**config.mk**
```make
export PLATFORM = sky130hd
export DESIGN_NAME = uart_tx_frame
export DESIGN_NICKNAME = d
export VERILOG_FILES = /design/src/rtl/uart_tx_frame.sv
export SDC_FILE = /design/constraint.sdc
export NUM_CORES = 1
export LEC_CHECK = 0
export ABC_AREA = 0
export BUFFER_PORTS_ARGS = -buffer_cell sky130_fd_sc_hd__buf_4
export CAP_MARGIN = 20
export CORE_ASPECT_RATIO = 0.7
export CORE_MARGIN = 3
export CORE_UTILIZATION = 50
export CTS_CLUSTER_DIAMETER = 120
export DETAILED_ROUTE_END_ITERATION = 10
export PLACE_DENSITY_LB_ADDON = 0.3
export SYNTH_ARGS = -nofsm -noshare
export SYNTH_HDL_FRONTEND = slang
export SYNTH_SLANG_ARGS = --single-unit
```
**constraint.sdc**
```tcl
create_clock -name clk -period 1.5 [get_ports clk]
set_input_delay 0.075 -clock clk [delete_from_list [all_inputs] [get_ports clk]]
set_output_delay 0.075 -clock clk [all_outputs]
set_load 0.01 [all_outputs]
```
**src/rtl/uart_tx_frame.sv**
```systemverilog
// rtl/uart_tx_frame.sv - UART transmit framer paced by an external baud tick generator
// Emits start, LSB-first data, optional parity and stop bits, one bit per bps_clk tick.
module uart_tx_frame #(
    parameter int DATA_WIDTH  = 8,
    parameter int PARITY_MODE = 0,
    parameter int STOP_BITS   = 1
) (
    input  logic                  clk,
    input  logic                  rst,
    input  logic [DATA_WIDTH-1:0] tx_data,
    input  logic                  tx_valid,
    output logic                  tx_ready,
    output logic                  tx_start,
    input  logic                  bps_clk,
    output logic                  tx_done,
    output logic                  uart_txd,
    output logic                  busy
);
    localparam int CW = $clog2(DATA_WIDTH + 1);
    localparam logic [CW-1:0] LAST_DATA = CW'(DATA_WIDTH);
    localparam logic [CW-1:0] LAST_STOP = CW'(STOP_BITS);
    localparam logic [CW-1:0] CNT_ONE   = CW'(1);

    typedef enum logic [2:0] {
        S_IDLE,
        S_ARM,
        S_WAIT_TICK,
        S_START,
        S_DATA,
        S_PARITY,
        S_STOP
    } state_t;

    state_t                state_q, state_d;
    logic [DATA_WIDTH-1:0] shift_q, shift_d;
    logic [CW-1:0]         cnt_q, cnt_d;
    logic                  parity_q, parity_d;
    logic                  txd_q, txd_d;
    logic                  ready_q, ready_d;
    logic                  start_q, start_d;
    logic                  done_q, done_d;
    logic                  busy_q, busy_d;

    always_ff @(posedge clk) begin
        if (rst) begin
            state_q  <= S_IDLE;
            shift_q  <= '0;
            cnt_q    <= '0;
            parity_q <= 1'b0;
            txd_q    <= 1'b1;
            ready_q  <= 1'b1;
            start_q  <= 1'b0;
            done_q   <= 1'b0;
            busy_q   <= 1'b0;
        end else begin
            state_q  <= state_d;
            shift_q  <= shift_d;
            cnt_q    <= cnt_d;
            parity_q <= parity_d;
            txd_q    <= txd_d;
            ready_q  <= ready_d;
            start_q  <= start_d;
            done_q   <= done_d;
            busy_q   <= busy_d;
        end
    end

    always_comb begin
        state_d  = state_q;
        shift_d  = shift_q;
        cnt_d    = cnt_q;
        parity_d = parity_q;
        txd_d    = txd_q;
        ready_d  = ready_q;
        start_d  = 1'b0;
        done_d   = 1'b0;
        busy_d   = busy_q;
        case (state_q)
            // Entered with ready low right after tx_done, so ready only rises one edge later.
            S_IDLE: begin
                ready_d = 1'b1;
                busy_d  = 1'b0;
                if (tx_valid && ready_q) begin
                    shift_d  = tx_data;
                    parity_d = (PARITY_MODE == 1) ? ~^tx_data : ^tx_data;
                    ready_d  = 1'b0;
                    busy_d   = 1'b1;
                    start_d  = 1'b1;
                    state_d  = S_ARM;
                end
            end
            S_ARM: begin
                state_d = S_WAIT_TICK;
            end
            S_WAIT_TICK: begin
                if (bps_clk) begin
                    txd_d   = 1'b0;
                    state_d = S_START;
                end
            end
            S_START: begin
                if (bps_clk) begin
                    txd_d   = shift_q[0];
                    shift_d = shift_q >> 1;
                    cnt_d   = CNT_ONE;
                    state_d = S_DATA;
                end
            end
            S_DATA: begin
                if (bps_clk) begin
                    if (cnt_q < LAST_DATA) begin
                        txd_d   = shift_q[0];
                        shift_d = shift_q >> 1;
                        cnt_d   = cnt_q + CNT_ONE;
                    end else if (PARITY_MODE != 0) begin
                        txd_d   = parity_q;
                        state_d = S_PARITY;
                    end else begin
                        txd_d   = 1'b1;
                        cnt_d   = CNT_ONE;
                        state_d = S_STOP;
                    end
                end
            end
            S_PARITY: begin
                if (bps_clk) begin
                    txd_d   = 1'b1;
                    cnt_d   = CNT_ONE;
                    state_d = S_STOP;
                end
            end
            S_STOP: begin
                if (bps_clk) begin
                    if (cnt_q < LAST_STOP) begin
                        cnt_d = cnt_q + CNT_ONE;
                    end else begin
                        done_d  = 1'b1;
                        cnt_d   = '0;
                        state_d = S_IDLE;
                    end
                end
            end
            default: begin
                state_d = S_IDLE;
            end
        endcase
    end

    assign tx_ready = ready_q;
    assign tx_start = start_q;
    assign tx_done  = done_q;
    assign uart_txd = txd_q;
    assign busy     = busy_q;

endmodule

```
==> results of run 1 <==
[worst max-delay path by stage]
stage / from / endpoint / slack, ns
after floorplan: cnt_q[1]$_SDFFE_PP0P_ / cnt_q[3]$_SDFFE_PP0P_ / -0.08
after global placement: cnt_q[1]$_SDFFE_PP0P_ / cnt_q[3]$_SDFFE_PP0P_ / -0.07
after detailed placement: cnt_q[0]$_SDFFE_PP0P_ / cnt_q[3]$_SDFFE_PP0P_ / -0.12
after CTS: cnt_q[0]$_SDFFE_PP0P_ / cnt_q[3]$_SDFFE_PP0P_ / -0.09
after global routing: cnt_q[0]$_SDFFE_PP0P_ / cnt_q[3]$_SDFFE_PP0P_ / -0.13
final: cnt_q[0]$_SDFFE_PP0P_ / cnt_q[3]$_SDFFE_PP0P_ / -0.09
[cell type report]
class                   count  area, sq um
flip-flops and latches     20          412
multi-input cells         129          860
clock inverters             1         30.0
well taps                  32         40.0
repair buffers             34          259
fillers                   177          624
inverters                   8         30.0
clock buffers               3         22.5
[cells in the final DEF (no fill, tap or decap), drive strengths merged, types with 2 or more instances in the layout]
cell / Yosys / final
a21oi: 19 / 19
nand2: 19 / 19
o211ai: 4 / 4
a31oi: 4 / 4
nand2b: 4 / 4
nor2: 8 / 8
clkbuf: 5 / 3
inv: 8 / 8
nand4: 5 / 5
and3b: 2 / 2
nor3b: 4 / 4
dfxtp: 20 / 20
ha: 3 / 3
a211o: 4 / 4
o2111ai: 3 / 3
o21ai: 13 / 13
buf: 7 / 34
nand3: 4 / 4
nor3: 8 / 8
nor2b: 10 / 10
[registers in the layout, summed over array words and instances (netlist names)]
signal    count
shift_q       8
cnt_q         4
state_q       3
busy          1
tx_done       1
tx_ready      1
tx_start      1
uart_txd      1
[critical path, cell delays in order, from the launching register on]
cell and delay (ns):
dfxtp_2 0.35, inv_2 0.06, ha_4 0.12, or3b_4 0.37, or4b_4 0.49, a31oi_1 0.16
[cells by family (layout without fill, tap and decap cells)]
| logic type | after synthesis | in the layout |
|---|---|---|
| buffers and inverters | 20 | 46 |
| adders and majority gates | 3 | 3 |
| AOI/OAI and AO/OA | 54 | 54 |
| and+or+nand+nor | 71 | 71 |
| DFF | 20 | 20 |
| xor gates and xnor gates | 1 | 1 |
[power groups by stage]
stage | Clock, mW | Combinational [mW] | Sequential, mW
global placement | 0 | 0.412 | 0.638
finish | 0.458 | 0.480 | 0.634
floorplan | 0 | 0.272 | 0.633
detailed placement | 0 | 0.436 | 0.640
global route | 0.490 | 0.522 | 0.641
CTS | 0.452 | 0.460 | 0.632
[per-layer routing]
layer / vias up / share of wire / track usage
met1: 665 / 0.41 / 0.283
met2: 67 / 0.50 / 0.416
met3: 4 / 0.084 / 0.0668
met5: - / 0 / 0
li1: 663 / - / -
met4: 0 / 0.0086 / 0.0810
[metrics by stage]
stage | utilization | cell area [sq um]
floorplan | - | 1280
global placement | 0.666 | 1520
detailed placement | 0.666 | 1520
CTS | 0.710 | 1620
global route | 0.726 | 1650
finish | 0.726 | 1650
[Yosys cell counts (2+ instances only)]
cell,n
nand2b_1,4
ha_1,3
dfxtp_1,20
o211ai_1,4
nor2_1,8
nand4_1,5
nand2_1,19
o21ai_0,13
inv_1,7
nor3b_1,4
o2111ai_1,3
a21oi_1,19
clkbuf_1,5
a211o_1,4
and3b_1,2
buf_2,6
nor2b_1,10
nor3_1,7
a31oi_1,4
nand3_1,4
[what timing repair did]
item | in CTS | in global routing
gates resized for setup | 9 | 8
endpoints found under the setup margin | 11 | 12
setup buffers | 0 | 1
pin swaps | 3 | 5
==> run_results.csv, run 1 <==
group,metric,value,unit
synth,ys.flop_type,"dfxtp_1",
synth,ys_types,38,
synth,yosys.area_share.adder,0.0296,
synth,synth_top_family_by_area,"simple AND/OR/NAND/NOR gates",
cts,cts_num_sinks,20,
worst_setup_path,r2r_end,"cnt_q[3]$_SDFFE_PP0P_",
synth,ys_ff_latch,20,
pwr,swShare,0.314,
worst_setup_path,ff2ff_path_depth,5,
placement,dpl.hpwl,2390,microns
floorplan,fp.dieW,66.2,microns
placement,gp_routability_congestion,0.955,
cells_and_area,fin_cells,227,
placement,portBuffers,16,
routing,wl_per_cell,15.9,microns
timing,fin_skew,0.0198,ns
synth,synth_xor_area_frac,0.00691,
global_route,grt_max_degree,21,
global_route,antenna_found_initial,0,
timing,drv_slew,0,
floorplan,start_util,0.557,
pwr,seq_power_share,0.404,
pwr,total_power,1.57,mW
pwr,ir_drop,0.000534,V
cts,clockBufferDepth,2,
timing,tns,-0.0853,ns
cells_and_area,drive_gt1_frac,0.308,
synth,synth-simple-area-share,0.312,
placement,pre_cts_ws,-0.122,ns
synth,synth_edf_count,0,
synth,synth_compound_gate_area_share,0.270,
timing,whs,0.0273,ns
routing,first_pass_iters,4,
run_status,violations,"setup timing",
pwr,power_switching,494,uW
cts,cts_buffers,3,
hold_path,hold_path_startpoint,"tx_data[7]",
cells_and_area,area_delta_synth_final,30.4,%
worst_setup_path,path_class,"reg -> reg",
global_route,grt-ovfl-total,0,
floorplan,core_area,2280,sq um
synth,synth-async-reset-ratio,0,
hold_path,min_path_type,"in -> reg",
floorplan,dieArea,3180,sq um
synth,syn-num-nets,184,
cts,cts-root-buf,"clkbuf_4",
routing,drt_iter0_markers,122,
routing,num_vias,1399,
timing,finalHoldViolCount,0,
placement,placedCellCount,222,
timing,fin_crit,1.59,ns
pwr,p_per_area,951,nW/um^2
cells_and_area,fin_nets,211,
routing,ant_nets,0,
pwr,pwr-share-clk,0.291,
global_route,grt_pass1_vias,1222,
worst_setup_path,rrSetupSlack,-0.09,ns
worst_setup_path,crit_path_max_fanout,2,
hold_path,whs_path_depth,3,
synth,synthMuxAreaShare,0,
hold_path,min_to,"shift_q[7]$_SDFFE_PP0P_",
synth,yosysTopAreaCellShare,0.316,
synth,yosysWarnings,0,
timing,setup_viol,1,
pwr,p_int,1.08,mW
timing,fin_ws,-0.0853,ns
synth,ys_seq_area_frac,0.316,
floorplan,pin_count,17,
routing,avgViaCountPerCell,6.16,
cts,hold_buffers,0,
routing,drt-total-wl,3620,microns
worst_setup_path,r2r-start,"cnt_q[0]$_SDFFE_PP0P_",
global_route,grt.total_usage,0.235,
worst_setup_path,endpoint_kind,"register",
timing,period_share,1.06,
synth,yosys.area.top_type,"dfxtp_1",
routing,remaining_drc_errors,0,
timing,tightest_slew,0.435,ns
pwr,p_leak,0.655,nW
pwr,comb_power_share,0.305,
worst_setup_path,cp.arrival,1.85,ns
worst_setup_path,timing.critical_path.required,1.76,ns
floorplan,num_rows,14,
synth,synthCells,169,
cts,cts.clk_slew.worst_paths,0.14,ns
synth,syn_avg_cell_area,7.50,sq um
synth,synth_area,1270,sq um
global_route,grt_pass1_wl,5580,microns
timing,rsz0062_at_grt,"yes",
timing,maxSlewHeadroom,0.710,
cts,cts_tree,"yes",
floorplan,die_y,48.1,microns
cts,worstSkewPairLatency,0.32,ns
cells_and_area,diodes,0,
run,maxCapViolations,0,
run_status,status,"finished, violations left",
cts,cts.htree.levels,1,
synth,synth_area_leaders,"dfxtp_1 32%, a21oi_1 7.5%, nand2_1 5.6%",
worst_setup_path,cp-start-kind,"register",
timing,fmax,631,MHz
(Power assumes the default switching activity.)
==> run 2: changes to the inputs <==
- BUFFER_PORTS_ARGS: -buffer_cell sky130_fd_sc_hd__buf_4 -> -buffer_cell sky130_fd_sc_hd__buf_2
- CORE_MARGIN: 3 -> default
==> run 2 against run 1 <==
Compared with the run above:
- the run still ends with setup timing left
- die area decreased by 14%
- non-clock buffer count decreased by 2
- clock-buffer cell count unchanged
- routed wire length decreased by 9.9%
- critical path depth unchanged
- sequential cell count unchanged
- first-iteration DRC count decreased by 39%
- sequential power about the same
- design area decreased by 3.9%
- power decreased by 3.3%
- highest routed layer unchanged
==> run_results.csv, run 2 (synthesized netlist as in run 1, its figures left out) <==
group,metric,value,unit
cells_and_area,most-common-layout-cells,"19 x nand2_1, 18 x a21oi_1, 16 x buf_2",
worst_setup_path,endpoint_kind,"register",
worst_setup_path,timing.critical_path.required,1.75,ns
floorplan,start_util,0.561,
cts,cts_num_sinks,20,
worst_setup_path,cp-start-kind,"register",
run,maxCapViolations,0,
global_route,grt_pass1_vias,1157,
global_route,antenna_found_initial,0,
worst_setup_path,crit_path_max_fanout,2,
pwr,power_switching,465,uW
worst_setup_path,r2r-start,"cnt_q[0]$_SDFFE_PP0P_",
timing,drv_slew,0,
cells_and_area,drive_gt1_frac,0.290,
floorplan,core_area,2260,sq um
worst_setup_path,r2r_end,"cnt_q[3]$_SDFFE_PP0P_",
floorplan,dieArea,2740,sq um
timing,whs,0.0260,ns
pwr,comb_power_share,0.287,
run_status,violations,"setup timing",
placement,portBuffers,16,
pwr,p_leak,0.633,nW
cells_and_area,fillCellCount,178,
worst_setup_path,ff2ff_path_depth,5,
placement,dpl.hpwl,2230,microns
hold_path,hold_path_startpoint,"tx_data[7]",
routing,drt_iter0_markers,74,
routing,first_pass_iters,4,
placement,dpl_cell_area,1450,sq um
cts,worstSkewPairLatency,0.32,ns
cells_and_area,layout_commonest_cell,"nand2_1",
worst_setup_path,path_class,"reg -> reg",
routing,avgViaCountPerCell,5.91,
run_status,status,"finished, violations left",
global_route,grt.total_usage,0.247,
cts,cts_tree,"yes",
global_route,grt_max_degree,21,
floorplan,pin_count,17,
cells_and_area,area_delta_synth_final,25.3,%
cells_and_area,multi_input_area,842,sq um
hold_path,min_to,"shift_q[7]$_SDFFE_PP0P_",
cells_and_area,largest_register_ffs,8,
routing,num_vias,1329,
cts,cts_buffers,3,
hold_path,whs_path_depth,3,
routing,remaining_drc_errors,0,
pwr,p_per_area,957,nW/um^2
timing,setup_viol,1,
global_route,use_met3,0.0619,
timing,maxSlewHeadroom,0.729,
cts,cts.clk_slew.worst_paths,0.13,ns
pwr,pwr-share-clk,0.295,
routing,drt-total-wl,3260,microns
timing,finalHoldViolCount,0,
cells_and_area,register_area,412,sq um
pwr,ir_drop,0.000841,V
pwr,seq_power_share,0.418,
global_route,grtUsageMet1,0.329,
global_route,grt_busiest_layer,"met2",
routing,ant_nets,0,
hold_path,min_path_type,"in -> reg",
floorplan,fp.dieW,62.2,microns
cells_and_area,top_register,"shift_q",
timing,fin_ws,-0.0700,ns
cells_and_area,fin_nets,209,
cells_and_area,stdcell_area,1590,sq um
placement,pre_cts_ws,-0.105,ns
floorplan,num_rows,14,
timing,tightest_slew,0.407,ns
cts,hold_buffers,0,
placement,gp_routability_congestion,0.865,
timing,period_share,1.05,
floorplan,die_y,44.1,microns
timing,fmax,637,MHz
worst_setup_path,rrSetupSlack,-0.07,ns
cells_and_area,final_util,0.703,
timing,fin_skew,0.0206,ns
global_route,grt_pass1_wl,5330,microns
cts,clockBufferDepth,2,
global_route,grt-ovfl-total,0,
timing,tns,-0.0700,ns
cts,cts-root-buf,"clkbuf_4",
timing,fin_crit,1.57,ns
worst_setup_path,cp.arrival,1.82,ns
cts,cts.htree.levels,1,
timing,rsz0062_at_grt,"yes",
cells_and_area,reg_top3,"shift_q x8, cnt_q x4, state_q x3",
global_route,use_met2,0.407,
pwr,p_int,1.06,mW
pwr,swShare,0.306,
routing,wl_per_cell,14.5,microns
cells_and_area,diodes,0,
## run 2: changes by cell type in the layout (fill, tap and decap cells not counted), sizes merged
cell	change
buf	-2
## run 2: timing repair
item | 4_1_cts | 5_1_grt
resized for setup | 6 | 10
setup buffers | 1 | 2
setup endpoints to repair | 9 | 11
pin swaps | 3 | 6
## run 2: layout make-up
cell class                      instances  share of cell area
Clock inverter                          1              0.0189
Sequential cell                        20               0.259
Clock buffer                            3              0.0142
Tap cell                               32              0.0252
Multi-Input combinational cell        129               0.530
Inverter                                8              0.0189
Timing Repair Buffer                   32               0.133
## run 2: metal layers
| layer | up-vias | part of all wire |
|---|---|---|
| met3 | 8 | 0.070 |
| met4 | 0 | 0.019 |
| met5 | - | 0 |
| met1 | 601 | 0.46 |
| li1 | 664 | - |
| met2 | 56 | 0.45 |
## run 2: worst max path at each step
stage,startpoint,endpoint,slack [ns],depth (start not counted)
2_1_floorplan,cnt_q[1]$_SDFFE_PP0P_,cnt_q[3]$_SDFFE_PP0P_,-0.08,5
3_3_place_gp,cnt_q[1]$_SDFFE_PP0P_,cnt_q[3]$_SDFFE_PP0P_,-0.08,5
3_5_place_dp,cnt_q[0]$_SDFFE_PP0P_,cnt_q[3]$_SDFFE_PP0P_,-0.10,5
4_1_cts,cnt_q[0]$_SDFFE_PP0P_,cnt_q[3]$_SDFFE_PP0P_,-0.08,5
5_1_grt,cnt_q[0]$_SDFFE_PP0P_,cnt_q[3]$_SDFFE_PP0P_,-0.15,5
6_report,cnt_q[0]$_SDFFE_PP0P_,cnt_q[3]$_SDFFE_PP0P_,-0.07,5
## run 2: per-stage QoR
stage,std cells,power [mW]
final,225,1.52
after global routing,225,1.60
after CTS,223,1.49
after detailed placement,218,1.04
after global placement,218,1.02
after floorplan,169,0.905
## run 2: power by group through the flow
stage	Combinational, mW	Sequential, mW	Clock (mW)
2_1_floorplan	0.272	0.633	0
6_report	0.436	0.635	0.448
3_5_place_dp	0.397	0.641	0
5_1_grt	0.476	0.643	0.478
4_1_cts	0.416	0.630	0.448
3_3_place_gp	0.381	0.638	0
## run 2: critical path, stage by stage (launching register included)
cell and delay (ns):
dfxtp_2 0.34, inv_2 0.06, ha_4 0.12, or3b_4 0.37
or4b_1 0.47, a31oi_1 0.16
